===== config.mk =====
export PLATFORM = sky130hd
export DESIGN_NAME = seq_add_sub
export DESIGN_NICKNAME = d
export VERILOG_FILES = /design/src/rtl/seq_add_sub.sv
export SDC_FILE = /design/constraint.sdc
export NUM_CORES = 1
export LEC_CHECK = 0
export CAP_MARGIN = 20
export CORE_AREA = 2 2 146 148
export CTS_CLUSTER_SIZE = 25
export DETAILED_ROUTE_END_ITERATION = 7
export DIE_AREA = 0 0 148 150
export GPL_TIMING_DRIVEN = 0
export MAX_ROUTING_LAYER = met4
export SLEW_MARGIN = 30
export SYNTH_ARGS = -nofsm -noshare
export SYNTH_HDL_FRONTEND = slang
export SYNTH_SLANG_ARGS = --single-unit

===== constraint.sdc =====
create_clock -name clk -period 8.93 [get_ports clk]
set_input_delay 1.3395 -clock clk [delete_from_list [all_inputs] [get_ports clk]]
set_output_delay 1.3395 -clock clk [all_outputs]
set_load 0.05 [all_outputs]

===== src/rtl/seq_add_sub.sv =====
// ============================================================================
// Module   : seq_add_sub
// Brief    : Multi-cycle adder/subtractor that processes SLICE_WIDTH bits per
//            clock from LSB to MSB, using a START/DONE handshake.
// Revision : 1.0 - initial release
// ============================================================================
`default_nettype none

module seq_add_sub #(
    parameter int DATA_WIDTH  = 32,
    parameter int SLICE_WIDTH = 4
) (
    input  logic                  clk,
    input  logic                  rst,
    input  logic                  start,
    input  logic                  op_sub,
    input  logic [DATA_WIDTH-1:0] a,
    input  logic [DATA_WIDTH-1:0] b,
    input  logic                  ci,
    output logic [DATA_WIDTH-1:0] y,
    output logic                  co,
    output logic                  ovf,
    output logic                  zero,
    output logic                  busy,
    output logic                  done
);

    localparam int NSLICE = DATA_WIDTH / SLICE_WIDTH;
    localparam int K_W    = $clog2(NSLICE + 1);
    localparam logic [K_W-1:0] C_LAST_K = K_W'(NSLICE);

    generate
        if (DATA_WIDTH % SLICE_WIDTH != 0) begin : g_bad_slice
            $fatal(1, "seq_add_sub: SLICE_WIDTH must divide DATA_WIDTH");
        end
    endgenerate

    typedef enum logic [1:0] {
        S_IDLE = 2'd0,
        S_RUN  = 2'd1,
        S_DONE = 2'd2
    } state_t;

    state_t                  r_state;
    logic [K_W-1:0]          r_k;
    logic [DATA_WIDTH-1:0]   r_a;
    logic [DATA_WIDTH-1:0]   r_b;
    logic [DATA_WIDTH-1:0]   r_res;
    logic                    r_carry;
    logic                    r_c_msb;

    logic [SLICE_WIDTH-1:0]  w_a_s;
    logic [SLICE_WIDTH-1:0]  w_b_s;
    logic [SLICE_WIDTH:0]    w_slice;
    logic                    w_c_msb;
    logic [DATA_WIDTH-1:0]   w_res_next;

    // Operands shift right each slice, so the active slice is always at the bottom.
    assign w_a_s   = r_a[SLICE_WIDTH-1:0];
    assign w_b_s   = r_b[SLICE_WIDTH-1:0];
    assign w_slice = {1'b0, w_a_s} + {1'b0, w_b_s} + {{SLICE_WIDTH{1'b0}}, r_carry};
    // Sum bit = a ^ b ^ cin, so the carry into the slice MSB falls out by XOR.
    assign w_c_msb = w_slice[SLICE_WIDTH-1] ^ w_a_s[SLICE_WIDTH-1] ^ w_b_s[SLICE_WIDTH-1];
    assign w_res_next = (r_res >> SLICE_WIDTH)
                      | (DATA_WIDTH'(w_slice[SLICE_WIDTH-1:0]) << (DATA_WIDTH - SLICE_WIDTH));

    always_ff @(posedge clk or posedge rst) begin
        if (rst) begin
            r_state <= S_IDLE;
            r_k     <= '0;
            r_a     <= '0;
            r_b     <= '0;
            r_res   <= '0;
            r_carry <= 1'b0;
            r_c_msb <= 1'b0;
            y       <= '0;
            co      <= 1'b0;
            ovf     <= 1'b0;
            zero    <= 1'b0;
            busy    <= 1'b0;
            done    <= 1'b0;
        end else begin
            done <= 1'b0;
            case (r_state)
                S_IDLE: begin
                    if (start) begin
                        r_a     <= a;
                        r_b     <= op_sub ? ~b : b;
                        r_carry <= op_sub | ci;
                        r_k     <= '0;
                        busy    <= 1'b1;
                        r_state <= S_RUN;
                    end
                end
                S_RUN: begin
                    if (r_k == C_LAST_K) begin
                        y       <= r_res;
                        co      <= r_carry;
                        ovf     <= r_c_msb ^ r_carry;
                        zero    <= (r_res == '0);
                        done    <= 1'b1;
                        r_state <= S_DONE;
                    end else begin
                        r_res   <= w_res_next;
                        r_carry <= w_slice[SLICE_WIDTH];
                        r_c_msb <= w_c_msb;
                        r_a     <= r_a >> SLICE_WIDTH;
                        r_b     <= r_b >> SLICE_WIDTH;
                        r_k     <= r_k + K_W'(1);
                    end
                end
                S_DONE: begin
                    busy    <= 1'b0;
                    r_state <= S_IDLE;
                end
                default: begin
                    busy    <= 1'b0;
                    r_state <= S_IDLE;
                end
            endcase
        end
    end

endmodule

`default_nettype wire


Yosys cells after proc, flatten, opt, wreduce, memory -nomap -nowiden
Index checks and enable logic that the tools add are counted.

$add $sub $neg: 3. Mux-type cells: 20. Bitwise operators: 8. Equal/unequal tests: 5. Reduce and logical (&&, ||, !) cells: 8.

Operator list (count): 32-bit 2-to-1 mux (5); 32-bit one-hot mux with 2 select lines (2); 32-bit zero test (1); 32-bit inverter (1); 28-bit by 32-bit OR with 32-bit output (1); 4-bit 2-to-1 mux (2); 4-bit one-hot mux with 2 select lines (1); 2-bit AND reduction (4); 2-bit != test (second input constant) (3); 4-bit by 4-bit adder with 5-bit output (1); 5-bit by 1-bit adder with 5-bit output (1); 1-bit 2-to-1 mux (5); 4-bit by 1-bit adder with 4-bit output (second input constant) (1); 4-bit == test (second input constant) (1); 2-bit 2-to-1 mux (2); 1-bit one-hot mux with 2 select lines (2); 2-bit one-hot mux with 2 select lines (1); 3-bit AND reduction (1); 1-bit bitwise XOR (3); 2-bit by 1-bit == test with 1-bit output (second input constant) (1); 2-bit zero test (1); 1-bit inverter (2); 2-bit nonzero test (1); 1-bit OR (1).

Register bits: 141. Input bits: 69. Word-level logic and storage cells: 57. Output and inout port bits: 37.

Longest topological paths before layout
Gate-level depths: netlist of run 1.

Depth in word-level cells: 4. Gate-level depth with buffers: 8. Gate-level depth less buffers: 7.

Worst setup path after synthesis of run 1
No wires, ideal clock.

Path type: in2reg. Start point: input port start. End point: register r_b[24]. Path slack: 6640 ps. Required time: 8795 ps. Arrival time: 2154 ps. Buffers on the path: 2. Stages on the path: 6. Setup time: 135 ps. Cell sequence: nor3b_4 -> a21oi_4 -> buf_4 -> buf_4 -> nand2_1 -> o21ai_0.

Cells in the longest elaborated chain, start to end: 2.

RTL lines: from (decl) (line 15) `input logic start,`; 2-bit != test (no line); 3-bit AND reduction (no line); to (signal assigned) (line 88) `r_b <= op_sub ? ~b : b;`; to (signal assigned) (line 108) `r_b <= r_b >> SLICE_WIDTH;`; to (decl) (line 47) `logic [DATA_WIDTH-1:0] r_b;`.

No other way between the ends. A chain may end at the register's enable or synchronous reset.

Final worst setup path of run 1
Start point: register busy. End point: output port busy.

RTL lines: from (decl) (line 24) `output logic busy,`; from (signal assigned) (line 80) `busy <= 1'b0;`; from (signal assigned) (line 91) `busy <= 1'b1;`; from (signal assigned) (line 113) `busy <= 1'b0;`.

No word-level cell between the ends.

==> flow_summary.ini, run 1 <==
[detailed_routing]
first_pass_iters = 4
ant_nets = 0
wl_per_cell_um = 14.65
drc = 0
dr.first_iter.drc_count = 206
via_per_inst = 4.506
routed_wl_mm = 14.26
num_vias = 4384

[placement]
portBuffers = 104
place_congestion = 0.7758
dp_hpwl_mm = 10.34
dp_slack_ns = 5.821

[floorplanning]
fp.dieH_um = 150
placementRows = 53
io_pins = 106
core_sq_um = 20690
die_w_um = 148
initial_core_util_pct = 30.63
dieArea_sq_um = 22200

[clocking]
cts_inserted_buffers = 17
cts_root_buf = clkbuf_16
hold_buffers = 0
clock_latency_ns = 0.42
tritoncts = yes
clk_path_buf_depth = 2
cts.clk_slew.worst_paths_ns = 0.06
cts_resized = 0
htree_levels = 4
cts_setup_buffers = 0
clock_sinks = 141

[critical_path]
crit_chain = clkdlybuf4s50_1
criticalPathCategory = flip-flop to output pin
slowest_stage = clkdlybuf4s50_1
crit_arrival_ns = 1.60
cp-end-kind = output pin
worst_r2r_endpoint = y[6]
cp_max_fo = 2
rrSetupSlack_ns = 6.98
worst_r2r_path_depth = 6
required_ns = 7.59
slowest_delay_ns = 0.84
cp_top_family = buffers and inverters
crit_path_start_kind = flip-flop
critPathBufInv = 1
timing.rr.start = r_k[0]

[timing]
layout_min_cycle_time_ns = 2.938
max_freq_mhz = 340.3
fin_ws_ns = 5.992
setup_violations = 0
worst_pin_slew_ns = 0.5506
setup_tns_ns = 0
grt_setup_unrepaired = no
fin_skew_ns = 0.009175
min_period_over_period_pct = 32.90
maxSlewViolCount = 0
whs_ns = 0.4797
finalHoldViolCount = 0
timing.slew.headroom_pct = 63.18

[yosys]
synth_nets = 638
synthArstFlopShare_pct = 100.0
yosys_warnings = 0
ys_seq_area_share_pct = 55.68
ys_ff_latch = 141
syn_inst = 562
ys_types = 33
syn_avg_cell_area_sq_um = 11.28
synth-edff-count = 0
synth_ff_type = dfrtp_1
syn-cell-area_sq_um = 6337

[global_route]
overflow = 0
grt_pass1_wl_mm = 23.82
grt_max_degree = 79
grt_antenna_before_repair = 0
grt_pass1_vias = 4556
gr-usage-all-layers_pct = 14.19

[worst_hold_path]
hp-start = r_b[13]
hp-class = flip-flop to flip-flop
holdPathEnd = r_b[13]
hold_depth = 2

[layout]
antennaDiodeCount = 0
drive_gt1_share_pct = 16.33
nFillCells = 2046
finalNetCount = 762
multi_input_area_sq_um = 2566
ff_latch_area_sq_um = 3528
area_growth_pct = 31.89

[outcome]
status = finished clean

[power_and_ir_drop]
irDropWorstVdd_mv = 0.1276
p_leak_nw = 3.606
powerDensity_nw_per_um2 = 382.5

[job]
drv_cap = 0
routing by layer:
| metal | up-vias | global-route usage (%) | wire length, um |
|---|---|---|---|
| met5 | - | - | 0 |
| met4 | 0 | 3.905 | 116 |
| met3 | 9 | 3.537 | 621 |
| met2 | 102 | 22.20 | 6687 |
| met1 | 2111 | 18.43 | 6830 |
| li1 | 2162 | - | - |
layout make-up:
cell class / count / area share [%]
clock buffer: 21 / 5.509
inverter: 10 / 0.5389
tap: 275 / 4.117
buffer: 35 / 2.455
sequential: 141 / 42.22
clock inverter: 10 / 1.677
timing repair buffer: 105 / 12.78
multi-input combinational: 376 / 30.70
state kept, by name, summed over array words and instances, names as in the netlist, 2 cells and up:
register,cells
y,32
r_res,32
r_state,2
r_k,4
r_b,32
r_a,32
power breakdown:
group / leakage (nW) / switching, mW / internal (mW)
Combinational: 1.54 / 0.780 / 0.574
Sequential: 1.78 / 0.198 / 0.929
Clock: 0.285 / 0.264 / 0.452
Total: 3.61 / 1.24 / 1.95
Yosys cell counts (2+ instances only):
cell	number	share of area [%]
dfrtp_1	141	56
nand2_1	74	4.4
mux2_2	48	8.5
o21ai_0	41	3.2
xnor2_1	35	4.8
nor2_1	34	2.0
o21ai_1	30	2.4
a21oi_1	29	2.3
mux2i_1	28	4.4
buf_2	19	1.5
mux2_1	13	2.3
inv_1	10	0.59
nand3_1	9	0.71
nor4_1	8	0.79
buf_4	7	0.83
clkbuf_1	5	0.30
ha_1	5	0.99
xor2_1	5	0.69
buf_6	3	0.53
nand4_1	3	0.30
fa_1	2	0.63
nor2b_1	2	0.20
metrics by stage:
stage | area [sq um] | power, mW | util [%] | cells
2_1_floorplan | 6337 | 2.086 | - | 562
3_3_place_gp | 7722 | 2.484 | 37.32 | 941
3_5_place_dp | 7757 | 2.515 | 37.49 | 942
4_1_cts | 8358 | 3.246 | 40.40 | 973
5_1_grt | 8358 | 3.426 | 40.40 | 973
6_report | 8358 | 3.197 | 40.40 | 973
tightest hold or removal path: cells and delay by family, from the launching register on:
family           cells  cell delay, ns
AO/OA/AOI/OAI        1            0.06
flip-flops           1            0.34
AND/OR/NAND/NOR      1            0.04
cell usage in the layout (no fill, tap or decap), drive strengths merged:
| master | netlist | layout |
|---|---|---|
| bufinv | 0 | 3 |
| and2b | 1 | 1 |
| o21ai | 71 | 71 |
| a211o | 1 | 1 |
| o41ai | 1 | 1 |
| dfrtp | 141 | 141 |
| mux2 | 61 | 61 |
| clkinvlp | 0 | 3 |
| ha | 5 | 5 |
| nor2 | 35 | 35 |
| nor2b | 2 | 2 |
| buf | 29 | 30 |
| xor2 | 5 | 5 |
| nand2b | 1 | 1 |
| nor4 | 8 | 8 |
| nand4 | 3 | 3 |
| xnor2 | 35 | 35 |
| nand2 | 74 | 74 |
| fa | 2 | 2 |
| nand3 | 9 | 9 |
| mux2i | 28 | 28 |
| a21oi | 30 | 30 |
| inv | 10 | 10 |
| clkinv | 0 | 4 |
| nand3b | 1 | 1 |
| clkdlybuf4s50 | 0 | 104 |
| nor3b | 1 | 1 |
| a221oi | 1 | 1 |
| nor3 | 1 | 1 |
| clkbuf | 6 | 27 |
worst max-delay path by stage:
stage,end,slack [ns],startpoint,cells after the start
finish,busy,5.99,busy,1
global route,ovf,5.92,ovf,1
CTS,busy,5.94,busy,1
detailed placement,r_b[26],5.82,start,7
global placement,r_b[18],1.69,rst,2
floorplan,busy,3.81,rst,1
logic make-up after synthesis:
family / after synthesis / synth area share [%]
flip-flops: 141 / 55.68
AND/OR/NAND/NOR: 136 / 9.516
AO/OA/AOI/OAI: 104 / 8.569
multiplexers: 89 / 15.26
buffers and inverters: 45 / 3.830
XOR/XNOR: 40 / 5.528
adder cells (fa/ha/maj): 7 / 1.619
No activity file was read; power rests on OpenSTA's default activity.
==> run 2, diff against run 1 <==
==> constraint.sdc (replaced) <==
create_clock -name clk -period 2.7 [get_ports clk]
set_input_delay 0.405 -clock clk [delete_from_list [all_inputs] [get_ports clk]]
set_output_delay 0.405 -clock clk [all_outputs]
set_load 0.05 [all_outputs]
==> run 2 against run 1 <==
Register-to-register slack worse by 6.3 ns. Clock power grew to 3.2 times the previous value. Sequential power rose to 3.3 times the previous value. Setup slack lost 5.3 ns. Sequential cell count is the same. Combinational power increased to 3.3 times the previous value. Power grew to 3.3 times the previous value. Cell count grew 0.51%. Worst hold slack worse by 0.13 ns. First-iteration DRC count grew 6.3%. Critical path type unchanged. Critical endpoint is now y[7].
==> flow_summary.ini, run 2 (synthesized netlist as in run 1, its figures left out) <==
[power_and_ir_drop]
power.internal_mw = 6.288
share_seq_of_total_power_pct = 35.6
p_leak_nw = 3.623
power_mw = 10.48
p_sw_mw = 4.190
powerDensity_nw_per_um2 = 1246
irDropWorstVdd_mv = 0.4727
p_sw_share_pct = 39.99
clkPwrFrac_pct = 21.6
combinationalPowerShare_pct = 42.9

[timing]
min_period_over_period_pct = 74.48
worst_pin_slew_ns = 0.5584
grt_setup_unrepaired = no
whs_ns = 0.3501
timing.slew.headroom_pct = 62.77
setup_violations = 0
layout_min_cycle_time_ns = 2.011
maxSlewViolCount = 0
fin_skew_ns = 0.007784
setup_tns_ns = 0
fin_ws_ns = 0.6891
max_freq_mhz = 497.3
finalHoldViolCount = 0

[placement]
dp_hpwl_mm = 10.50
postPlaceCellArea_sq_um = 7834
portBuffers = 104
dp_slack_ns = 0.5537
place_congestion = 0.7869

[global_route]
overflow = 0
grt_antenna_before_repair = 0
use_met2_pct = 21.64
gr-usage-met3_pct = 3.750
grt_max_degree = 30
grt_pass1_vias = 4521
grt_pass1_wl_mm = 24.11
grt_busiest_layer = met2
gr-usage-all-layers_pct = 14.34
use_met1_pct = 19.28

[detailed_routing]
dr.first_iter.drc_count = 219
num_vias = 4392
via_per_inst = 4.491
drc = 0
first_pass_iters = 4
ant_nets = 0
routed_wl_mm = 14.31
wl_per_cell_um = 14.63

[floorplanning]
dieArea_sq_um = 22200
core_sq_um = 20690
placementRows = 53
io_pins = 106
initial_core_util_pct = 30.63
die_w_um = 148
fp.dieH_um = 150

[critical_path]
slowest_delay_ns = 0.81
required_ns = 2.30
cp-end-kind = output pin
criticalPathCategory = flip-flop to output pin
slowest_stage = clkdlybuf4s50_1
crit_arrival_ns = 1.61
critPathBufInv = 1
crit_chain = clkdlybuf4s50_1
cp_max_fo = 2
cp_top_family = buffers and inverters
crit_path_start_kind = flip-flop

[clocking]
clk_path_buf_depth = 2
cts_root_buf = clkbuf_16
clock_sinks = 141
cts_setup_buffers = 0
htree_levels = 4
hold_buffers = 0
cts_inserted_buffers = 17
tritoncts = yes
clock_latency_ns = 0.42
cts.clk_slew.worst_paths_ns = 0.06
cts_resized = 0

[layout]
antennaDiodeCount = 0
drive_gt1_share_pct = 17.21
design_area_sq_um = 8408
layout_commonest_cell = dfrtp_1
multi_input_area_sq_um = 2566
ff_latch_area_sq_um = 3528
final_cell_mix = 141 x dfrtp_1, 104 x clkdlybuf4s50_1, 74 x nand2_1, 48 x mux2_2, 41 x o21ai_0
finalNetCount = 766
nFillCells = 2036
area_growth_pct = 32.68

[worst_hold_path]
hp-class = input pin to async pin

[outcome]
status = finished clean

[job]
drv_cap = 0
-- run 2: power by group through the flow --
stage | sequential (mW) | clock (mW) | combinational, mW
2_1_floorplan | 4.37 | 0 | 2.53
3_3_place_gp | 3.75 | 0 | 4.47
3_5_place_dp | 3.77 | 0 | 4.55
4_1_cts | 3.74 | 2.31 | 4.57
5_1_grt | 3.87 | 2.43 | 4.94
6_report | 3.73 | 2.26 | 4.49
-- run 2: metal layers --
| layer | part of all wire [%] | routed length [um] |
|---|---|---|
| met1 | 49 | 6973 |
| met2 | 46 | 6520 |
| met3 | 4.8 | 687 |
| met4 | 0.89 | 127 |
| met5 | 0 | 0 |
-- run 2: layout make-up --
| class | instances | share of cell area [%] |
|---|---|---|
| sequential | 141 | 41.96 |
| buffer | 35 | 2.440 |
| tap | 275 | 4.092 |
| inverter | 10 | 0.4911 |
| multi-input combinational | 376 | 30.52 |
| clock buffer | 18 | 5.223 |
| clock inverter | 14 | 1.607 |
| timing repair buffer | 109 | 13.66 |
-- run 2: path summary, 6_finish.rpt --
path	startpoint	endpoint	slack, ns	depth (start not counted)
worst max-delay path	y[7]	y[7]	0.69	1
worst min-delay path	rst	y[4]	0.35	2
worst max register to register	r_k[0]	r_b[25]	0.73	6
worst min register to register	r_b[11]	r_b[11]	0.48	2
max in group asynchronous	rst	r_b[15]	1.44	5
min in group clk	r_b[11]	r_b[11]	0.48	2
-- run 2: metrics by stage --
step	util (%)	instances
floorplan	-	562
global placement	37.34	941
detailed placement	37.86	946
CTS	40.64	978
global route	40.64	978
finish	40.64	978
==> run 3, diff against run 2 <==
==> constraint.sdc (replaced) <==
create_clock -name clk -period 2.1 [get_ports clk]
set_input_delay 0.315 -clock clk [delete_from_list [all_inputs] [get_ports clk]]
set_output_delay 0.315 -clock clk [all_outputs]
set_load 0.05 [all_outputs]
==> run 3 against run 2 <==
Sequential cell count unchanged. Via count is the same. Critical endpoint is now r_b[25]. First-iteration DRC count did not move. Combinational power grew 29%. Setup slack worse by 0.56 ns. Global-route usage unchanged. Register-to-register slack got worse by 0.60 ns.
==> flow_summary.ini, run 3 (synthesized netlist as in run 1, its figures left out) <==
[outcome]
status = finished clean

[power_and_ir_drop]
powerDensity_nw_per_um2 = 1602
p_leak_nw = 3.623
power_mw = 13.47
irDropWorstVdd_mv = 0.6078

[clocking]
clock_latency_ns = 0.42
tritoncts = yes
htree_levels = 4
cts_resized = 0
cts_inserted_buffers = 17
cts.clk_slew.worst_paths_ns = 0.06
clock_sinks = 141
cts_setup_buffers = 0
hold_buffers = 0
clk_path_buf_depth = 2
cts_root_buf = clkbuf_16

[worst_hold_path]
hp-class = input pin to async pin

[layout]
layout_commonest_cell = dfrtp_1
area_growth_pct = 32.68
design_area_sq_um = 8408
antennaDiodeCount = 0
finalNetCount = 766
final_cell_mix = 141 x dfrtp_1, 104 x clkdlybuf4s50_1, 74 x nand2_1, 48 x mux2_2, 41 x o21ai_0
layoutNonFillerInstCount = 978
drive_gt1_share_pct = 17.21
fin_util_pct = 40.64

[floorplanning]
initial_core_util_pct = 30.63
io_pins = 106
die_w_um = 148
dieArea_sq_um = 22200
placementRows = 53
fp.dieH_um = 150
core_sq_um = 20690

[timing]
finalHoldViolCount = 0
grt_setup_unrepaired = no
max_freq_mhz = 508.6
layout_min_cycle_time_ns = 1.966
whs_ns = 0.2601
setup_tns_ns = 0
maxSlewViolCount = 0
setup_violations = 0
timing.slew.headroom_pct = 62.93
worst_pin_slew_ns = 0.5561
fin_ws_ns = 0.1338
fin_skew_ns = 0.007784
min_period_over_period_pct = 93.63

[global_route]
grt_pass1_wl_mm = 24.11
overflow = 0
grt_antenna_before_repair = 0
grt_pass1_vias = 4521
grt_max_degree = 30
gr-usage-all-layers_pct = 14.34

[detailed_routing]
top_layer_used = met4
via_per_inst = 4.491
wl_met1_mm = 6.972
ant_nets = 0
wl_per_cell_um = 14.63
dr_wl_met3_um = 687
first_pass_iters = 4
routed_wl_mm = 14.31
dr.first_iter.drc_count = 219
drc = 0
wl_met2_mm = 6.519
num_vias = 4392

[placement]
place_congestion = 0.7869
postPlaceCellArea_sq_um = 7834
portBuffers = 104
dp_hpwl_mm = 10.50
place_inst = 946
dp_slack_ns = 0.04371

[critical_path]
timing.rr.start = r_k[0]
criticalPathCategory = flip-flop to flip-flop
required_ns = 2.37
rrSetupSlack_ns = 0.13
crit_path_start_kind = flip-flop
cp-end-kind = flip-flop
crit_arrival_ns = 2.24
cp_max_fo = 10
worst_r2r_path_depth = 6
worst_r2r_endpoint = r_b[25]

[job]
drv_cap = 0
## run 3: cell count changes in the layout (fill, tap and decap cells not counted)
| cell | change |
|---|---|
| buf_1 | +1 |
| clkbuf_1 | -1 |
## run 3: power by group
group	switching, mW	total [mW]	internal [mW]
Sequential	0.845	4.79	3.95
Clock	1.23	2.91	1.68
Combinational	3.31	5.77	2.46
Total	5.39	13.5	8.09
## run 3: routing by layer
metal  vias up  track usage [%]
li1       2183                -
met1      2080            19.28
met2       118            21.64
met3        11            3.750
met4         0            3.714
met5         -                -
## run 3: critical path, stage by stage, from the launching register on
cell and delay (ns):
dfrtp_1 0.43, inv_1 0.08, ha_1 0.19, nand3b_4 0.15, a21oi_4 0.30, buf_1 0.48
o21ai_0 0.18
## run 3: how the worst max path moves through the flow
stage / slack (ns) / to / startpoint / depth (start not counted)
detailed placement: 0.04 / r_b[26] / start / 7
global route: 0.001 / r_b[26] / r_k[0] / 6
CTS: 0.1 / y[4] / r_k[0] / 6
global placement: -1.32 / r_b[14] / rst / 2
floorplan: 0.02 / busy / rst / 1
finish: 0.13 / r_b[25] / r_k[0] / 6
## run 3: area by class of cell
type	instances	area [sq um]
clock buffers	18	439.2
inverters	10	41.29
well taps	275	344.1
clock inverters	14	135.1
flip-flops and latches	141	3528
multi-input cells	376	2566
plain buffers	35	205.2
fillers	2036	12280
repair buffers	109	1149
